### config.mk
export PLATFORM = sky130hd
export DESIGN_NAME = alu_issue
export DESIGN_NICKNAME = d
export VERILOG_FILES = /design/src/rtl/alu_issue.sv
export SDC_FILE = /design/constraint.sdc
export NUM_CORES = 1
export LEC_CHECK = 0
export CORE_UTILIZATION = 50
export DETAILED_ROUTE_END_ITERATION = 7
export PLACE_DENSITY = 0.72
export SYNTH_ARGS = -nofsm -noshare
export SYNTH_HDL_FRONTEND = slang
export SYNTH_SLANG_ARGS = --single-unit
### constraint.sdc
create_clock -name clk -period 4.6 [get_ports clk]
set_clock_uncertainty 0.2 [all_clocks]
set_input_delay 0.46 -clock clk [delete_from_list [all_inputs] [get_ports clk]]
set_output_delay 0.46 -clock clk [all_outputs]
set_load 0.02 [all_outputs]
### src/rtl/alu_issue.sv
// Single-issue front end for an external two-stage ALU: decodes 16-bit instructions,
// reads an 8x16 register file, tracks two in-flight writebacks and stalls on register hazards.
module alu_issue (
  input  logic        clk,
  input  logic        rst,
  input  logic        in_valid,
  input  logic [15:0] in_instr,
  output logic        in_ready,
  output logic [3:0]  alu_opcode,
  output logic [15:0] alu_a,
  output logic [15:0] alu_b,
  input  logic [15:0] alu_result,
  input  logic        alu_carry,
  input  logic        alu_sign,
  input  logic        alu_overflow,
  output logic        flag_carry,
  output logic        flag_sign,
  output logic        flag_overflow,
  output logic        illegal,
  output logic        busy,
  input  logic [2:0]  dbg_addr,
  output logic [15:0] dbg_data
);

  typedef enum logic [1:0] {
    CLS_NOP,
    CLS_LI,
    CLS_ALU,
    CLS_ILL
  } op_class_e;

  typedef struct packed {
    logic       vld;
    logic [2:0] rd;
  } slot_t;

  logic [3:0]  op;
  logic [2:0]  rd;
  logic [2:0]  rs1;
  logic [2:0]  rs2;
  logic [7:0]  imm8;
  op_class_e   cls;

  logic [15:0] rf_q [8];
  slot_t       s1_q, s1_d;
  slot_t       s2_q, s2_d;
  logic [3:0]  opc_q, opc_d;
  logic [15:0] a_q, a_d;
  logic [15:0] b_q, b_d;
  logic        ill_q, ill_d;
  logic [2:0]  flags_q, flags_d;

  logic        hazard;
  logic        accept;
  logic        acc_alu;
  logic        acc_li;

  assign op   = in_instr[15:12];
  assign rd   = in_instr[11:9];
  assign rs1  = in_instr[8:6];
  assign rs2  = in_instr[5:3];
  assign imm8 = in_instr[7:0];

  always_comb begin
    cls = CLS_ALU;
    case (op)
      4'b0000:                            cls = CLS_NOP;
      4'b0001:                            cls = CLS_LI;
      4'b0010, 4'b0011, 4'b1110, 4'b1111: cls = CLS_ILL;
      default:                            cls = CLS_ALU;
    endcase
  end

  function automatic logic pending(input slot_t a, input slot_t b, input logic [2:0] r);
    return (a.vld && (a.rd == r)) || (b.vld && (b.rd == r));
  endfunction

  // No bypass from the writeback edge: a reader waits until the producer has left S2.
  always_comb begin
    hazard = 1'b0;
    if (in_valid) begin
      case (cls)
        CLS_ALU: hazard = pending(s1_q, s2_q, rs1) || pending(s1_q, s2_q, rs2) ||
                          pending(s1_q, s2_q, rd);
        CLS_LI:  hazard = pending(s1_q, s2_q, rd);
        default: hazard = 1'b0;
      endcase
    end
  end

  assign in_ready = ~rst & ~hazard;
  assign accept   = in_valid & in_ready;
  assign acc_alu  = accept & (cls == CLS_ALU);
  assign acc_li   = accept & (cls == CLS_LI);

  always_comb begin
    s1_d    = '0;
    s2_d    = s1_q;
    opc_d   = '0;
    a_d     = '0;
    b_d     = '0;
    ill_d   = accept & (cls == CLS_ILL);
    flags_d = flags_q;
    if (acc_alu) begin
      s1_d  = {1'b1, rd};
      opc_d = op;
      a_d   = rf_q[rs1];
      b_d   = rf_q[rs2];
    end
    if (s2_q.vld) begin
      flags_d = {alu_carry, alu_sign, alu_overflow};
    end
  end

  always_ff @(posedge clk) begin
    if (rst) begin
      for (int unsigned i = 0; i < 8; i++) begin
        rf_q[i] <= '0;
      end
      s1_q    <= '0;
      s2_q    <= '0;
      opc_q   <= '0;
      a_q     <= '0;
      b_q     <= '0;
      ill_q   <= 1'b0;
      flags_q <= '0;
    end else begin
      s1_q    <= s1_d;
      s2_q    <= s2_d;
      opc_q   <= opc_d;
      a_q     <= a_d;
      b_q     <= b_d;
      ill_q   <= ill_d;
      flags_q <= flags_d;
      // Hazard check guarantees these two writes never target the same register.
      if (s2_q.vld) begin
        rf_q[s2_q.rd] <= alu_result;
      end
      if (acc_li) begin
        rf_q[rd] <= {{8{imm8[7]}}, imm8};
      end
    end
  end

  assign alu_opcode    = opc_q;
  assign alu_a         = a_q;
  assign alu_b         = b_q;
  assign illegal       = ill_q;
  assign flag_carry    = flags_q[2];
  assign flag_sign     = flags_q[1];
  assign flag_overflow = flags_q[0];
  assign busy          = s1_q.vld | s2_q.vld;
  assign dbg_data      = rf_q[dbg_addr];

endmodule

==> run_results.csv, run 1 <==
group,metric,value,unit
synthesis,synthXorXnorAreaFrac,1.70,%
timing,max_slew_margin,32.0,%
pwr,p_total,3.72,mW
critical_path,critical_path_class,"in2out",
timing,fmax,270,MHz
synthesis,synth_fa_ha_area_share,0,%
route,num_vias,7303,
critical_path,worstPathArrival,3050,ps
pwr,power_density,320,nW/um^2
synthesis,netlist_top_cells_count,"163 x nand2_1, 128 x edfxtp_1, 96 x mux4_2",
critical_path,rrSetupSlack,1640,ps
grt,first_global_vias,7377,
cts,cts_buffers,17,
place,dp_hpwl,18300,um
outcome,outcome,"finished, final reports clean",
place,gp_congestion,0.913,
critical_path,worstPathRequired,3940,ps
critical_path,max_stage_delay,660,ps
timing,period_share,80.6,%
synthesis,synth_area_leaders,"edfxtp_1 39%, mux4_2 22%, dfxtp_1 9.8%",
cts,root_buffer,"clkbuf_16",
cts,clock-sinks,176,
timing,tns,0,ps
timing,finalHoldViolations,0,
floorplan,rows,50,
layout,fin_nets,908,
critical_path,reg2reg_depth,7,
route,via_per_inst,6.41,
synthesis,synth_edf_count,128,
place,portBuffers,98,
synthesis,ys_seq_area_share,49.2,%
timing,setup-violations-final,0,
timing,post-route-min-period,3710,ps
synthesis,synth_cells,787,
run,cap_violations,0,
synthesis,ys_async_sr_fraction,0,%
synthesis,yosysWarnings,0,
pwr,p_leak,4.31,nW
floorplan,design.portCount,99,
floorplan,die_y,142,um
critical_path,slowest_stage,"clkdlybuf4s50_1",
route,firstDrtPassIters,6,
critical_path,cp_max_fo,9,
route,drt-wirelength-per-cell,24.5,um
synthesis,synth_ff_type,"edfxtp_1",
floorplan,die_w,142,um
timing,tightest_slew,1010,ps
grt,antenna_found_initial,0,
min_path,min_to,"flags_q[0]",
synthesis,synth-compound-area-share,5.94,%
critical_path,r2r_end,"rf_q[3][10]",
timing,finalMaxSlewViolations,0,
min_path,hp-class,"reg2reg",
cts,cts_tree,"built",
min_path,worstHoldStart,"flags_q[0]",
critical_path,critPathTopFamily,"buffers and inverters",
route,ant_nets,0,
cts,ctsResizeCount,0,
route,first_iter_violations,836,
layout,area_delta_synth_final,18.8,%
route,drc,0,
grt,grt_util_all_layers,29.4,%
synthesis,synth_top_family_by_area,"multiplexers",
critical_path,start_kind,"input pin",
min_path,hold_depth,2,
critical_path,worstReg2RegStart,"s2_q[1]",
synthesis,syn-num-nets,828,
synthesis,ys_seq_elements,176,
floorplan,start_util,51.6,%
route,wl,28000,um
layout,diodes,0,
grt,grt_max_degree,35,
synthesis,synthesis.area,9770,um^2
floorplan,core_area,19000,um^2
synthesis,synthMuxAreaShare,27.6,%
synthesis,yosys.area.top_type_share,39.3,%
synthesis,syn-mean-instance-area,12.4,um^2
synthesis,synth.distinct_cells,37,
synthesis,yosys.area_share.simple,11.5,%
cts,postCtsHoldBufs,0,
critical_path,crit_top_cell,"clkdlybuf4s50_1",
synthesis,synth_area_leader_cell,"edfxtp_1",
synthesis,yosysMostFrequentCell,"nand2_1",
critical_path,cp_cell_sequence,"clkdlybuf4s50_1 > xnor2_1 > and4_1 > or2_2 > o311a_1 > a311oi_1 > clkdlybuf4s50_1",
critical_path,critPathBufInv,2,
cts,post_cts.repair.setup_buffers,0,
cts,clock_latency,440,ps
cts,clockBufferDepth,2,
grt,grt_pass1_wl,42900,um
critical_path,end_kind,"output pin",
grt,overflow,0,
floorplan,dieArea,20100,um^2
timing,rsz0062_at_grt,"no",
cts,htreeDepth,4,
cts,path_clk_slew,60,ps
layout,drive_gt1_share,22.4,%
pwr,vdd_drop_max,0.313,mV
## worst max path at each step
stage                 start         end  slack [ps]  depth (start not counted)
3_5_place_dp   in_instr[10]    in_ready         960                          7
6_report       in_instr[10]    in_ready         890                          7
5_1_grt        in_instr[10]    in_ready         790                          7
4_1_cts        in_instr[10]    in_ready         930                          7
3_3_place_gp   in_instr[10]    in_ready         950                          7
2_1_floorplan  in_instr[10]  rf_q[4][0]        1030                          8
## layout make-up
| class | count | area, um^2 |
|---|---|---|
| Fill cell | 1459 | 7350 |
| Sequential cell | 176 | 4800 |
| Multi-Input combinational cell | 520 | 4570 |
| Timing Repair Buffer | 141 | 1300 |
| Clock buffer | 17 | 425 |
| Tap cell | 260 | 325 |
| Clock inverter | 15 | 140 |
| Inverter | 11 | 41.3 |
## registers in the layout, summed over array words and instances, names as in the netlist
register and flops:
s1_q 4, flags_q 3, alu_b 16, alu_a 16, illegal 1, s2_q 4, alu_opcode 4, rf_q 128
## stage by stage
step                      hold slack [ps]  setup slack [ps]  cells  instance area [um^2]  util [%]
after floorplan                       282              1030    787                  9770         -
after global placement                277               948   1108                 11000      58.2
after detailed placement              304               956   1108                 11000      58.2
after CTS                             319               925   1140                 11600      61.2
after global routing                  354               792   1140                 11600      61.2
final                                 316               890   1140                 11600      61.2
## kinds of logic after synthesis
group / Yosys count
and+or+nand+nor: 260
DFF: 176
muxes: 147
AOI/OAI and AO/OA: 94
buffers and inverters: 91
xor gates and xnor gates: 19
## report_power, final
| part | switching [mW] | internal (mW) | total (mW) |
|---|---|---|---|
| combinational | 0.269 | 0.260 | 0.529 |
| clock | 0.638 | 0.750 | 1.39 |
| sequential | 0.0435 | 1.76 | 1.80 |
| total | 0.950 | 2.77 | 3.72 |
## layer usage
| layer | track usage, % | part of all wire [%] | vias up |
|---|---|---|---|
| met4 | 13.3 | 3.8 | 0 |
| met1 | 37.5 | 36 | 3559 |
| met2 | 48.4 | 49 | 546 |
| li1 | - | - | 3099 |
| met5 | 0 | 0 | - |
| met3 | 6.21 | 11 | 99 |
## cells in the final DEF, fill, tap and decap left out, types with 17 or more instances in the layout
cell type,Yosys,final
mux4_2,96,96
buf_4,2,42
mux2i_1,35,35
clkdlybuf4s50_1,0,95
a22o_1,27,27
clkbuf_16,0,17
nor2_1,59,59
o21ai_0,65,57
dfxtp_1,48,48
xnor2_1,18,18
edfxtp_1,128,128
nand2_1,163,163
## worst reg2reg max path, delay by kind of cell, from the launching register on
kind | cells | cell delay, ps
AOI/OAI and AO/OA | 1 | 310
buffers and inverters | 2 | 530
DFF | 1 | 550
and+or+nand+nor | 3 | 960
xor gates and xnor gates | 1 | 110
(Power assumes the default switching activity.)
==> run 2: changes to the inputs <==
Settings changed: PLACE_DENSITY 0.72 to 0.74.
Clock period 4.6 ns to 3.2 ns, I/O delays scaled along.
==> run 2 against run 1 <==
  * Non-clock buffer count increased by 15
  * Largest power group unchanged
  * Worst hold slack got worse by 60 ps
  * Routed wire length decreased by 3.9%
  * Critical path depth decreased by 1
  * Cell count increased by 1.3%
  * First-iteration DRC count increased by 28%
  * Largest cell class unchanged
  * Flip-flop and latch count unchanged
  * Highest routed layer unchanged
  * Combinational power increased by 48%
  * Clock power increased by 46%
  * Global-route usage decreased by 1.3 points
==> run_results.csv, run 2 (synthesized netlist as in run 1, its figures left out) <==
group,metric,value,unit
run,cap_violations,0,
timing,post-route-min-period,3000,ps
cts,path_clk_slew,70,ps
floorplan,dieArea,20100,um^2
layout,final_cell_mix,"163 x nand2_1, 128 x edfxtp_1, 96 x mux4_2, 93 x clkdlybuf4s50_1, 59 x nor2_1",
cts,post_cts.repair.setup_buffers,0,
timing,fin_ws,196,ps
place,dp_hpwl,16800,um
place,gp_congestion,0.825,
pwr,p_leak,4.42,nW
route,drt-wirelength-per-cell,23.3,um
layout,fin_nets,923,
place,placed_cells,1123,
pwr,vdd_drop_max,0.400,mV
floorplan,start_util,51.6,%
pwr,power_density,456,nW/um^2
cts,cts_buffers,17,
grt,grt_max_degree,35,
pwr,p_total,5.40,mW
layout,area_delta_synth_final,21.1,%
place,post-place-ws,-76.1,ps
grt,overflow,0,
timing,fmax,333,MHz
floorplan,core_area,19000,um^2
route,first_iter_violations,1067,
floorplan,die_w,142,um
critical_path,cp_max_fo,4,
floorplan,die_y,142,um
critical_path,critPathBufInv,1,
critical_path,worstPathArrival,2480,ps
floorplan,design.portCount,99,
critical_path,critical_path_class,"reg2out",
timing,tns,0,ps
layout,fin_util,62.4,%
grt,first_global_vias,6927,
place,portBuffers,98,
timing,finalMaxSlewViolations,0,
cts,clockBufferDepth,2,
cts,ctsResizeCount,1,
cts,postCtsHoldBufs,0,
layout,diodes,0,
route,wl,26900,um
timing,worst_hold_slack,255,ps
critical_path,slowest_stage,"dfxtp_1",
floorplan,rows,50,
route,via_per_inst,6.28,
cts,root_buffer,"clkbuf_16",
timing,period_share,93.9,%
critical_path,cp_cell_sequence,"xnor2_1 > and4_4 > or2_2 > o311a_1 > a311oi_1 > dlygate4sd2_1",
grt,grt_util_all_layers,28.0,%
layout,drive_gt1_share,23.6,%
outcome,outcome,"finished, final reports clean",
min_path,hp-class,"in2reg",
critical_path,critPathTopFamily,"compound AO/OA/AOI/OAI gates",
timing,finalHoldViolations,0,
timing,setup-violations-final,0,
timing,max_slew_margin,51.2,%
grt,antenna_found_initial,0,
cts,clock-sinks,176,
route,num_vias,7255,
cts,cts_tree,"built",
place,place_area,11300,um^2
route,drc,0,
timing,rsz0062_at_grt,"no",
cts,clock_latency,440,ps
critical_path,end_kind,"output pin",
critical_path,worstPathRequired,2680,ps
layout,fin_cells,1155,
grt,grt_pass1_wl,40400,um
cts,htreeDepth,4,
route,ant_nets,0,
timing,tightest_slew,732,ps
critical_path,start_kind,"flip-flop",
critical_path,max_stage_delay,460,ps
layout,fin_area,11800,um^2
layout,regMostFlops,"rf_q",
route,firstDrtPassIters,5,
layout,final_common_cell,"nand2_1",
layout,largest_reg_flops,128,
==> run 2: cell types whose count changed in the layout (fill, tap and decap cells not counted), sizes merged <==
| cell | delta |
|---|---|
| buf | +16 |
| clkinv | -5 |
| clkinvlp | +3 |
| clkbuf | +2 |
| clkdlybuf4s50 | -2 |
| bufinv | +1 |
| dlygate4sd2 | +1 |
| inv | -1 |
==> run 2: path summary, 6_finish.rpt <==
kind / from / endpoint / cells after the start / slack, ps
worst min-delay path: in_instr[12] / alu_opcode[0] / 3 / 260
worst max register to register: s1_q[2] / rf_q[5][6] / 7 / 570
worst min register to register: flags_q[1] / flags_q[1] / 2 / 310
worst max-delay path: s1_q[2] / in_ready / 6 / 200
==> run 2: cell type report <==
cell class	instances	area [um^2]
Clock inverter	13	140
Inverter	11	41.3
Tap cell	260	325
Multi-Input combinational cell	520	4570
Clock buffer	19	433
Sequential cell	176	4800
Timing Repair Buffer	156	1520
Fill cell	1452	7120
==> run 2: per-layer routing <==
layer  track usage, %  up-vias  part of all wire [%]
li1                 -     3131                     -
met1             37.3     3529                    38
met2             45.7      534                    48
met3             6.07       61                    12
met4             10.1        0                   2.5
met5                0        -                     0
==> run 2: worst min-delay path, stage by stage <==
cell and delay (ps):
clkdlybuf4s50_1 400, inv_1 80, nor2_1 50
==> run 2: power by group <==
group | switching (mW) | internal (mW) | total (mW) | leakage [nW]
Combinational | 0.394 | 0.391 | 0.785 | 2.45
Sequential | 0.0535 | 2.52 | 2.58 | 1.71
Clock | 0.886 | 1.15 | 2.03 | 0.259
==> run 3: changes to the inputs <==
Settings changed: CORE_ASPECT_RATIO set to 1.5.
==> run 3 against run 2 <==
  * Sequential share of layout area fell by 0.14 points
  * Design area up 0.34%
  * Cell count fell by 0.95%
  * Sequential power about the same
  * Combinational power down 1%
  * Worst setup slack worse by 23 ps
  * Routed wire length is 1.2% lower
  * Fmax decreased by 0.76%
  * Utilization down 0.46 points
  * Largest cell class unchanged
==> run_results.csv, run 3 (synthesized netlist as in run 1, its figures left out) <==
group,metric,value,unit
floorplan,dieArea,20100,um^2
critical_path,cp_cell_sequence,"xnor2_1 > and4_4 > or2_2 > o311a_1 > a311oi_1 > dlygate4sd2_1",
critical_path,worstPathRequired,2680,ps
timing,max_slew_margin,49.3,%
pwr,p_leak,4.44,nW
timing,setup-violations-final,0,
min_path,hp-class,"in2reg",
layout,seqCellArea,4800,um^2
cts,clockBufferDepth,2,
cts,path_clk_slew,70,ps
critical_path,worstPathArrival,2510,ps
place,gp_congestion,0.819,
pwr,power_density,472,nW/um^2
timing,post-route-min-period,3030,ps
cts,postCtsHoldBufs,0,
place,post-place-ws,-70.7,ps
floorplan,core_area,19200,um^2
grt,top_usage_layer,"met2",
layout,diodes,0,
route,firstDrtPassIters,5,
grt,first_global_vias,7062,
timing,worst_hold_slack,245,ps
timing,fmax,330,MHz
route,first_iter_violations,705,
layout,drive_gt1_share,23.2,%
critical_path,critical_path_class,"reg2out",
critical_path,end_kind,"output pin",
cts,post_cts.repair.setup_buffers,0,
place,placed_cells,1112,
grt,grtUsageMet2,46.9,%
timing,fin_ws,173,ps
min_path,hold_depth,3,
layout,largest_reg_flops,128,
pwr,vdd_drop_max,0.329,mV
route,num_vias,7073,
timing,period_share,94.6,%
layout,final_common_cell,"nand2_1",
cts,clock-sinks,176,
floorplan,rows,62,
cts,cts_buffers,17,
route,ant_nets,0,
floorplan,design.portCount,99,
grt,overflow,0,
timing,rsz0062_at_grt,"no",
layout,area_delta_synth_final,21.5,%
layout,multi_input_area,4570,um^2
layout,fillerInstances,1464,
route,via_per_inst,6.18,
critical_path,slowest_stage,"dfxtp_1",
route,drt-wirelength-per-cell,23.2,um
route,wl,26500,um
floorplan,die_y,173,um
layout,fin_cells,1144,
outcome,outcome,"finished, final reports clean",
grt,met1_usage,33.0,%
layout,fin_nets,916,
place,portBuffers,98,
floorplan,start_util,51.0,%
grt,grt_pass1_wl,40200,um
timing,finalHoldViolations,0,
layout,final_cell_mix,"163 x nand2_1, 128 x edfxtp_1, 96 x mux4_2, 94 x clkdlybuf4s50_1, 59 x nor2_1",
grt,grt_util_all_layers,28.2,%
cts,htreeDepth,4,
pwr,p_total,5.60,mW
grt,antenna_found_initial,0,
run,cap_violations,0,
grt,grt_max_degree,35,
critical_path,cp_max_fo,4,
timing,tightest_slew,761,ps
critical_path,max_stage_delay,470,ps
cts,cts_tree,"built",
critical_path,start_kind,"flip-flop",
timing,finalMaxSlewViolations,0,
critical_path,reg2reg_depth,6,
cts,root_buffer,"clkbuf_16",
grt,met3_usage,6.47,%
place,dp_hpwl,16500,um
route,drc,0,
floorplan,die_w,116,um
cts,clock_latency,440,ps
layout,regMostFlops,"rf_q",
==> run 3: changes by cell type in the layout (fill, tap and decap cells not counted), moves of 2 or more <==
cell	delta
buf_4	-8
clkinvlp_4	-4
clkbuf_16	+3
clkbuf_1	-2
clkinv_4	+2
==> run 3: area by class of cell <==
cell class	instances	area share [%]
well taps	256	2.70
multi-input cells	520	38.5
flip-flops and latches	176	40.5
clock inverters	11	1.17
inverters	11	0.348
repair buffers	149	12.5
clock buffers	21	4.33
==> run 3: power by group <==
group	internal (mW)	switching [mW]
sequential	2.52	0.0549
combinational	0.390	0.383
clock	1.33	0.926
==> run 3: layer usage <==
metal | vias to the layer above | part of all wire, %
met5 | - | 0
met4 | 0 | 5.2
met3 | 98 | 9.2
met2 | 433 | 52
met1 | 3425 | 33
li1 | 3117 | -
==> run 3: path summary, 6_finish.rpt <==
check / startpoint / end / slack [ps]
setup reg to reg: s1_q[1] / rf_q[2][14] / 550
hold / removal: in_instr[12] / alu_opcode[0] / 250
setup / recovery: s1_q[1] / in_ready / 170
hold reg to reg: flags_q[2] / flags_q[2] / 300
==> run 3: what timing repair did <==
item                                    4_1_cts  5_1_grt
resized for setup                             1        0
hold endpoints to repair                      0        0
endpoints found under the setup margin        1        0
==> run 3: worst max-delay path, delay by kind of cell, from the launching register on <==
kind	cells	cell delay, ps
flops	1	470
xor+xnor	1	110
simple gates	2	490
compound gates	2	620
buf+inv	1	370
==> run 3: metrics by stage <==
step / TNS (ps) / cell area, um^2 / util, %
3_5_place_dp: -70.7 / 11200 / 58.6
4_1_cts: 0 / 11900 / 62.0
2_1_floorplan: -7300 / 9770 / -
6_report: 0 / 11900 / 62.0
3_3_place_gp: -85.1 / 11200 / 58.6
5_1_grt: 0 / 11900 / 62.0
